### src/rtl/regfile_mp_pkg.sv
// Shared constants for the multi-port register file: FSM encodings, default
// parameter values and the zero word used by the init sweep and read muxes.
package regfile_mp_pkg;

    localparam int DEF_DATA_W = 32;
    localparam int DEF_ADDR_W = 5;
    localparam int DEF_NRD    = 4;

    localparam logic [0:0] INIT_S = 1'b0;
    localparam logic [0:0] RUN_S  = 1'b1;

    // Wide enough for any practical DATA_W; users slice the low DATA_W bits.
    localparam int                ZERO_W   = 256;
    localparam logic [ZERO_W-1:0] ZeroWord = '0;

endpackage

### src/rtl/regfile_scoreboard.sv
// Pending-write scoreboard: one bit per register, set by alloc, cleared by
// a write; reports busy for each read port.
module regfile_scoreboard
    import regfile_mp_pkg::*;
#(
    parameter int ADDR_W = DEF_ADDR_W,
    parameter int NRD    = DEF_NRD
) (
    input  logic                  clk,
    input  logic                  rst,
    input  logic                  run,
    input  logic                  alloc_en,
    input  logic [ADDR_W-1:0]     alloc_addr,
    input  logic                  we0,
    input  logic [ADDR_W-1:0]     waddr0,
    input  logic                  we1,
    input  logic [ADDR_W-1:0]     waddr1,
    input  logic [NRD-1:0]        re,
    input  logic [NRD*ADDR_W-1:0] raddr,
    output logic [NRD-1:0]        busy
);

    localparam int NREG = 2**ADDR_W;

    logic [NREG-1:0] pending_reg;
    logic [NREG-1:0] pending_next;

    // Clears are applied before the set so a same-cycle alloc wins.
    always_comb begin
        pending_next = pending_reg;
        if (run) begin
            if (we0) pending_next[waddr0] = 1'b0;
            if (we1) pending_next[waddr1] = 1'b0;
            if (alloc_en && alloc_addr != '0) pending_next[alloc_addr] = 1'b1;
        end
        pending_next[0] = 1'b0;
    end

    always_ff @(posedge clk or negedge rst) begin
        if (!rst) begin
            pending_reg <= '0;
        end else begin
            pending_reg <= pending_next;
        end
    end

    generate
        for (genvar gi = 0; gi < NRD; gi++) begin : g_busy
            logic [ADDR_W-1:0] ra;
            assign ra       = raddr[gi*ADDR_W +: ADDR_W];
            assign busy[gi] = re[gi] && (ra != '0) && pending_reg[ra];
        end
    endgenerate

endmodule

### src/rtl/regfile_mp.sv
// Multi-port register file: two write ports (port 1 younger), NRD bypassing
// combinational read ports, zeroing init sweep after reset. The pending-write
// scoreboard is compiled in with REGFILE_SCOREBOARD_EN.
module regfile_mp
    import regfile_mp_pkg::*;
#(
    parameter int DATA_W = DEF_DATA_W,
    parameter int ADDR_W = DEF_ADDR_W,
    parameter int NRD    = DEF_NRD
) (
    input  logic                  clk,
    input  logic                  rst,
    input  logic                  we0,
    input  logic                  we1,
    input  logic [ADDR_W-1:0]     waddr0,
    input  logic [ADDR_W-1:0]     waddr1,
    input  logic [DATA_W-1:0]     wdata0,
    input  logic [DATA_W-1:0]     wdata1,
    input  logic [NRD-1:0]        re,
    input  logic [NRD*ADDR_W-1:0] raddr,
    output logic [NRD*DATA_W-1:0] rdata,
    output logic                  ready,
    input  logic                  alloc_en,
    input  logic [ADDR_W-1:0]     alloc_addr,
    output logic [NRD-1:0]        busy
);

    localparam int NREG = 2**ADDR_W;

    logic [0:0]        state_reg;
    logic [0:0]        state_next;
    logic [ADDR_W-1:0] cnt_reg;
    logic              run;

    assign run   = (state_reg == RUN_S);
    assign ready = run;

    always_comb begin
        state_next = state_reg;
        if (!run && cnt_reg == ADDR_W'(NREG-1)) state_next = RUN_S;
    end

    always_ff @(posedge clk or negedge rst) begin
        if (!rst) begin
            state_reg <= INIT_S;
            cnt_reg   <= ADDR_W'(1);
        end else begin
            state_reg <= state_next;
            if (!run) cnt_reg <= cnt_reg + ADDR_W'(1);
        end
    end

    // Storage is deliberately not reset; the sweep zeroes it one entry per cycle.
    logic [DATA_W-1:0] regs [NREG];

    always_ff @(posedge clk) begin
        if (!run) begin
            regs[cnt_reg] <= ZeroWord[DATA_W-1:0];
        end else begin
            if (we0 && waddr0 != '0) regs[waddr0] <= wdata0;
            if (we1 && waddr1 != '0) regs[waddr1] <= wdata1;
        end
    end

    generate
        for (genvar gi = 0; gi < NRD; gi++) begin : g_rd
            logic [ADDR_W-1:0] ra;
            logic [DATA_W-1:0] rd_word;

            assign ra = raddr[gi*ADDR_W +: ADDR_W];

            always_comb begin
                rd_word = ZeroWord[DATA_W-1:0];
                if (run && re[gi] && ra != '0) begin
                    if (we1 && ra == waddr1)      rd_word = wdata1;
                    else if (we0 && ra == waddr0) rd_word = wdata0;
                    else                          rd_word = regs[ra];
                end
            end

            assign rdata[gi*DATA_W +: DATA_W] = rd_word;
        end
    endgenerate

`ifdef REGFILE_SCOREBOARD_EN
    regfile_scoreboard #(
        .ADDR_W (ADDR_W),
        .NRD    (NRD)
    ) u_scoreboard (
        .clk        (clk),
        .rst        (rst),
        .run        (run),
        .alloc_en   (alloc_en),
        .alloc_addr (alloc_addr),
        .we0        (we0),
        .waddr0     (waddr0),
        .we1        (we1),
        .waddr1     (waddr1),
        .re         (re),
        .raddr      (raddr),
        .busy       (busy)
    );
`else
    logic unused_alloc;
    assign unused_alloc = ^{alloc_en, alloc_addr};
    assign busy         = '0;
`endif

endmodule

### config.mk
export PLATFORM = sky130hd
export DESIGN_NAME = regfile_mp
export DESIGN_NICKNAME = d
export VERILOG_FILES = /design/src/rtl/regfile_mp_pkg.sv /design/src/rtl/regfile_scoreboard.sv /design/src/rtl/regfile_mp.sv
export SDC_FILE = /design/constraint.sdc
export NUM_CORES = 2
export LEC_CHECK = 0
export BUFFER_PORTS_ARGS = -buffer_cell sky130_fd_sc_hd__buf_2
export CORE_ASPECT_RATIO = 1.75
export CORE_UTILIZATION = 35
export DETAILED_ROUTE_END_ITERATION = 10
export PLACE_DENSITY = 0.55
export SYNTH_ARGS = -nofsm -noshare
export SYNTH_HDL_FRONTEND = slang
export SYNTH_SLANG_ARGS = --single-unit
export TNS_END_PERCENT = 1
### constraint.sdc
create_clock -name clk -period 3.8 [get_ports clk]
set_input_delay 0.19 -clock clk [delete_from_list [all_inputs] [get_ports clk]]
set_output_delay 0.19 -clock clk [all_outputs]
set_load 0.01 [all_outputs]
==> results_dict.tcl <==
set metrics [dict create \
    synth_top_family_by_area "multiplexers" \
    track_usage_pct 30.9 \
    crit_end "rdata[123]" \
    swShare_pct 28.5 \
    largest_reg_flops 1024 \
    insertion_delay_ns 0.75 \
    clockBufferDepth 3 \
    p_int_mw 20.6 \
    drv_cap 0 \
    regArea_um2 30900 \
    relSlewSlack_pct 22.8 \
    p_sw_mw 8.23 \
    die-width_um 357 \
    first_pass_iters 10 \
    synth_area_per_cell_um2 12.4 \
    drv_slew 0 \
    setup_viol 0 \
    pwr-share-clk_pct 38.8 \
    synth.area.mux_share_pct 35.8 \
    synth_flop_cell "edfxtp_1" \
    cts_buffers 107 \
    drtIter0Drc 10624 \
    fin_nets 6123 \
    status "finished clean" \
    tns_ns 0 \
    std_cell_rows 227 \
    synthDistinctLibCells 62 \
    drcViolationCount 0 \
    final_cells 8981 \
    clk_pin_slew_ns 0.07 \
    coreArea_um2 218000 \
    via_count 62667 \
    synthToLayoutAreaGrowth_pct 12.7 \
    leakagePower_nw 28.4 \
    grt_max_degree 87 \
    synth_area_um2 77000 \
    cts_tree "built" \
    worstReg2RegEnd "regs[18][13]" \
    ys_warn_count 0 \
    hold_viol 0 \
    timing.fmax_mhz 263 \
    rr_startpoint "ready" \
    mostFrequentLayoutCell "nand2_1" \
    synth_edf_count 1024 \
    overflow 0 \
    crit_type "register to primary output" \
    viasPerCell 6.98 \
    layout_common_cells "nand2_1, mux4_2, edfxtp_1" \
    cp.arrival_ns 3.61 \
    grt_pass1_vias 60445 \
    synth_compound_area_share_pct 11.1 \
    antenna_left 0 \
    cts_root_buf "clkbuf_16" \
    gp_congestion 0.914 \
    min_path_type "primary input to register" \
    initial_core_util_pct 35.3 \
    portBuffers 230 \
    path_max_fanout 31 \
    p_comb_share_pct 17.5 \
    die_area_um2 222000 \
    wirelength_um 348000 \
    clock-sinks 1030 \
    cp-start-kind "register" \
    fin_crit_sh_pct 100 \
    fin_skew_ns 0.0394 \
    synthAdderAreaFrac_pct 0.0325 \
    io-pin-count 241 \
    rrSetupSlack_ns 0.69 \
    power.share.sequential_pct 43.7 \
    post-cts-setup-buffers 0 \
    required_ns 3.61 \
    wire_per_inst_um 38.8 \
    hpwl_um 211000 \
    synth-seq-cells 1030 \
    placed_cells 8762 \
    cp-end-kind "primary output" \
    synth-simple-area-share_pct 7.60 \
    p_total_mw 28.9 \
    vdd_drop_max_mv 0.391 \
    period_needed_ns 3.80 \
    die_h_um 622 \
    h-tree-depth 3 \
    yosysSeqAreaShare_pct 40.1 \
    critPathLaunch "ready" \
    antenna_found_initial 30 \
    num-fill-cells 20276 \
    rr_worst_depth 6 \
    drive_gt1_share_pct 31.4 \
    async_reset_ff_share_pct 0.583 \
    max_slew.worst_pin.slew_ns 1.16 \
    multi_input_area_um2 43200 \
    synth_cells 6210 \
    grt_setup_unrepaired "false" \
    synthXorXnorAreaFrac_pct 0.489 \
    grt_pass1_wl_um 477000 \
    power.density_nw_per_um2 333 \
]
[worst min-delay path by stage]
stage          depth (start not counted)  startpoint          end
3_3_place_gp                           1         rst        ready
6_report                               4  wdata0[28]  regs[0][28]
2_1_floorplan                          0         rst   cnt_reg[1]
4_1_cts                                4   wdata0[6]   regs[0][6]
5_1_grt                                3   wdata0[3]   regs[2][3]
3_5_place_dp                           1         rst        ready
[timing repair]
item | in CTS | in global routing
endpoints found under the setup margin | 4 | 6
endpoints found under the hold margin | 11 | 0
hold buffers | 4 | 0
gates resized for setup | 2 | 1
[power by group through the flow]
stage / clock (mW) / sequential, mW / combinational, mW
floorplan: 0 / 12.8 / 2.94
detailed placement: 0 / 12.8 / 4.87
CTS: 11.2 / 12.6 / 4.88
finish: 11.2 / 12.6 / 5.05
global placement: 0 / 12.8 / 4.82
global route: 11.6 / 12.6 / 5.16
[cell usage after synthesis (13+ instances only)]
cell type	n	area, um^2
edfxtp_1	1024	30700
buf_2	173	866
nor2b_1	34	213
xor2_1	16	140
o22ai_1	64	400
inv_1	74	278
a22oi_1	63	473
mux4_2	1145	25800
buf_1	50	188
o21ai_0	996	4980
a32oi_1	63	552
nand2b_1	57	357
nand3_1	13	65.1
nand2_1	1241	4660
mux2i_1	169	1690
a211oi_1	31	233
a21oi_1	36	180
xnor2_1	27	236
o2111ai_1	31	272
a211o_1	31	272
buf_4	17	128
nor2_1	54	203
o211ai_1	48	360
clkbuf_1	577	2170
o221ai_1	78	683
[layout make-up]
| cell class | count | share of cell area (%) |
|---|---|---|
| Multi-Input combinational cell | 4277 | 49.8 |
| Sequential cell | 1030 | 35.6 |
| Timing Repair Buffer | 514 | 5.97 |
| Tap cell | 2862 | 4.13 |
| Clock buffer | 131 | 3.29 |
| Clock inverter | 70 | 0.831 |
| Inverter | 83 | 0.359 |
| Antenna cell | 14 | 0.0404 |
[stage by stage]
step                      hold slack [ns]  instance area [um^2]  setup slack (ns)  util [%]
final                              0.0340                 86800          0.000475      39.7
after global routing               0.0839                 86700            0.0376      39.7
after CTS                         0.00303                 86700            0.0237      39.7
after detailed placement           0.0284                 83100             0.452      38.1
after global placement             0.0251                 83100             0.466      38.1
after floorplan                    -0.106                 77000            0.0861         -
[critical path, cell delays in order (launching register included)]
cell and delay, ns:
dfrtp_2 0.52, o211ai_1 0.16, or4_2 0.71, buf_12 0.26, a211o_1 0.33, o2111ai_1 0.37, buf_2 0.45
[kinds of logic after synthesis]
kind of cell,after synthesis
compound gates,1459
other cells,1
fa+ha+maj,2
buf+inv,906
flops,1030
xor+xnor,43
mux,1321
simple gates,1448
[per-layer routing]
layer | GRT usage [%] | up-vias | wire length, um
met1 | 36.6 | 31452 | 113000
met3 | 8.74 | 1456 | 46400
met5 | 0.352 | - | 335
met2 | 47.8 | 5393 | 158000
met4 | 22.4 | 35 | 30700
li1 | - | 24331 | -
No activity file was read; power rests on OpenSTA's default activity.
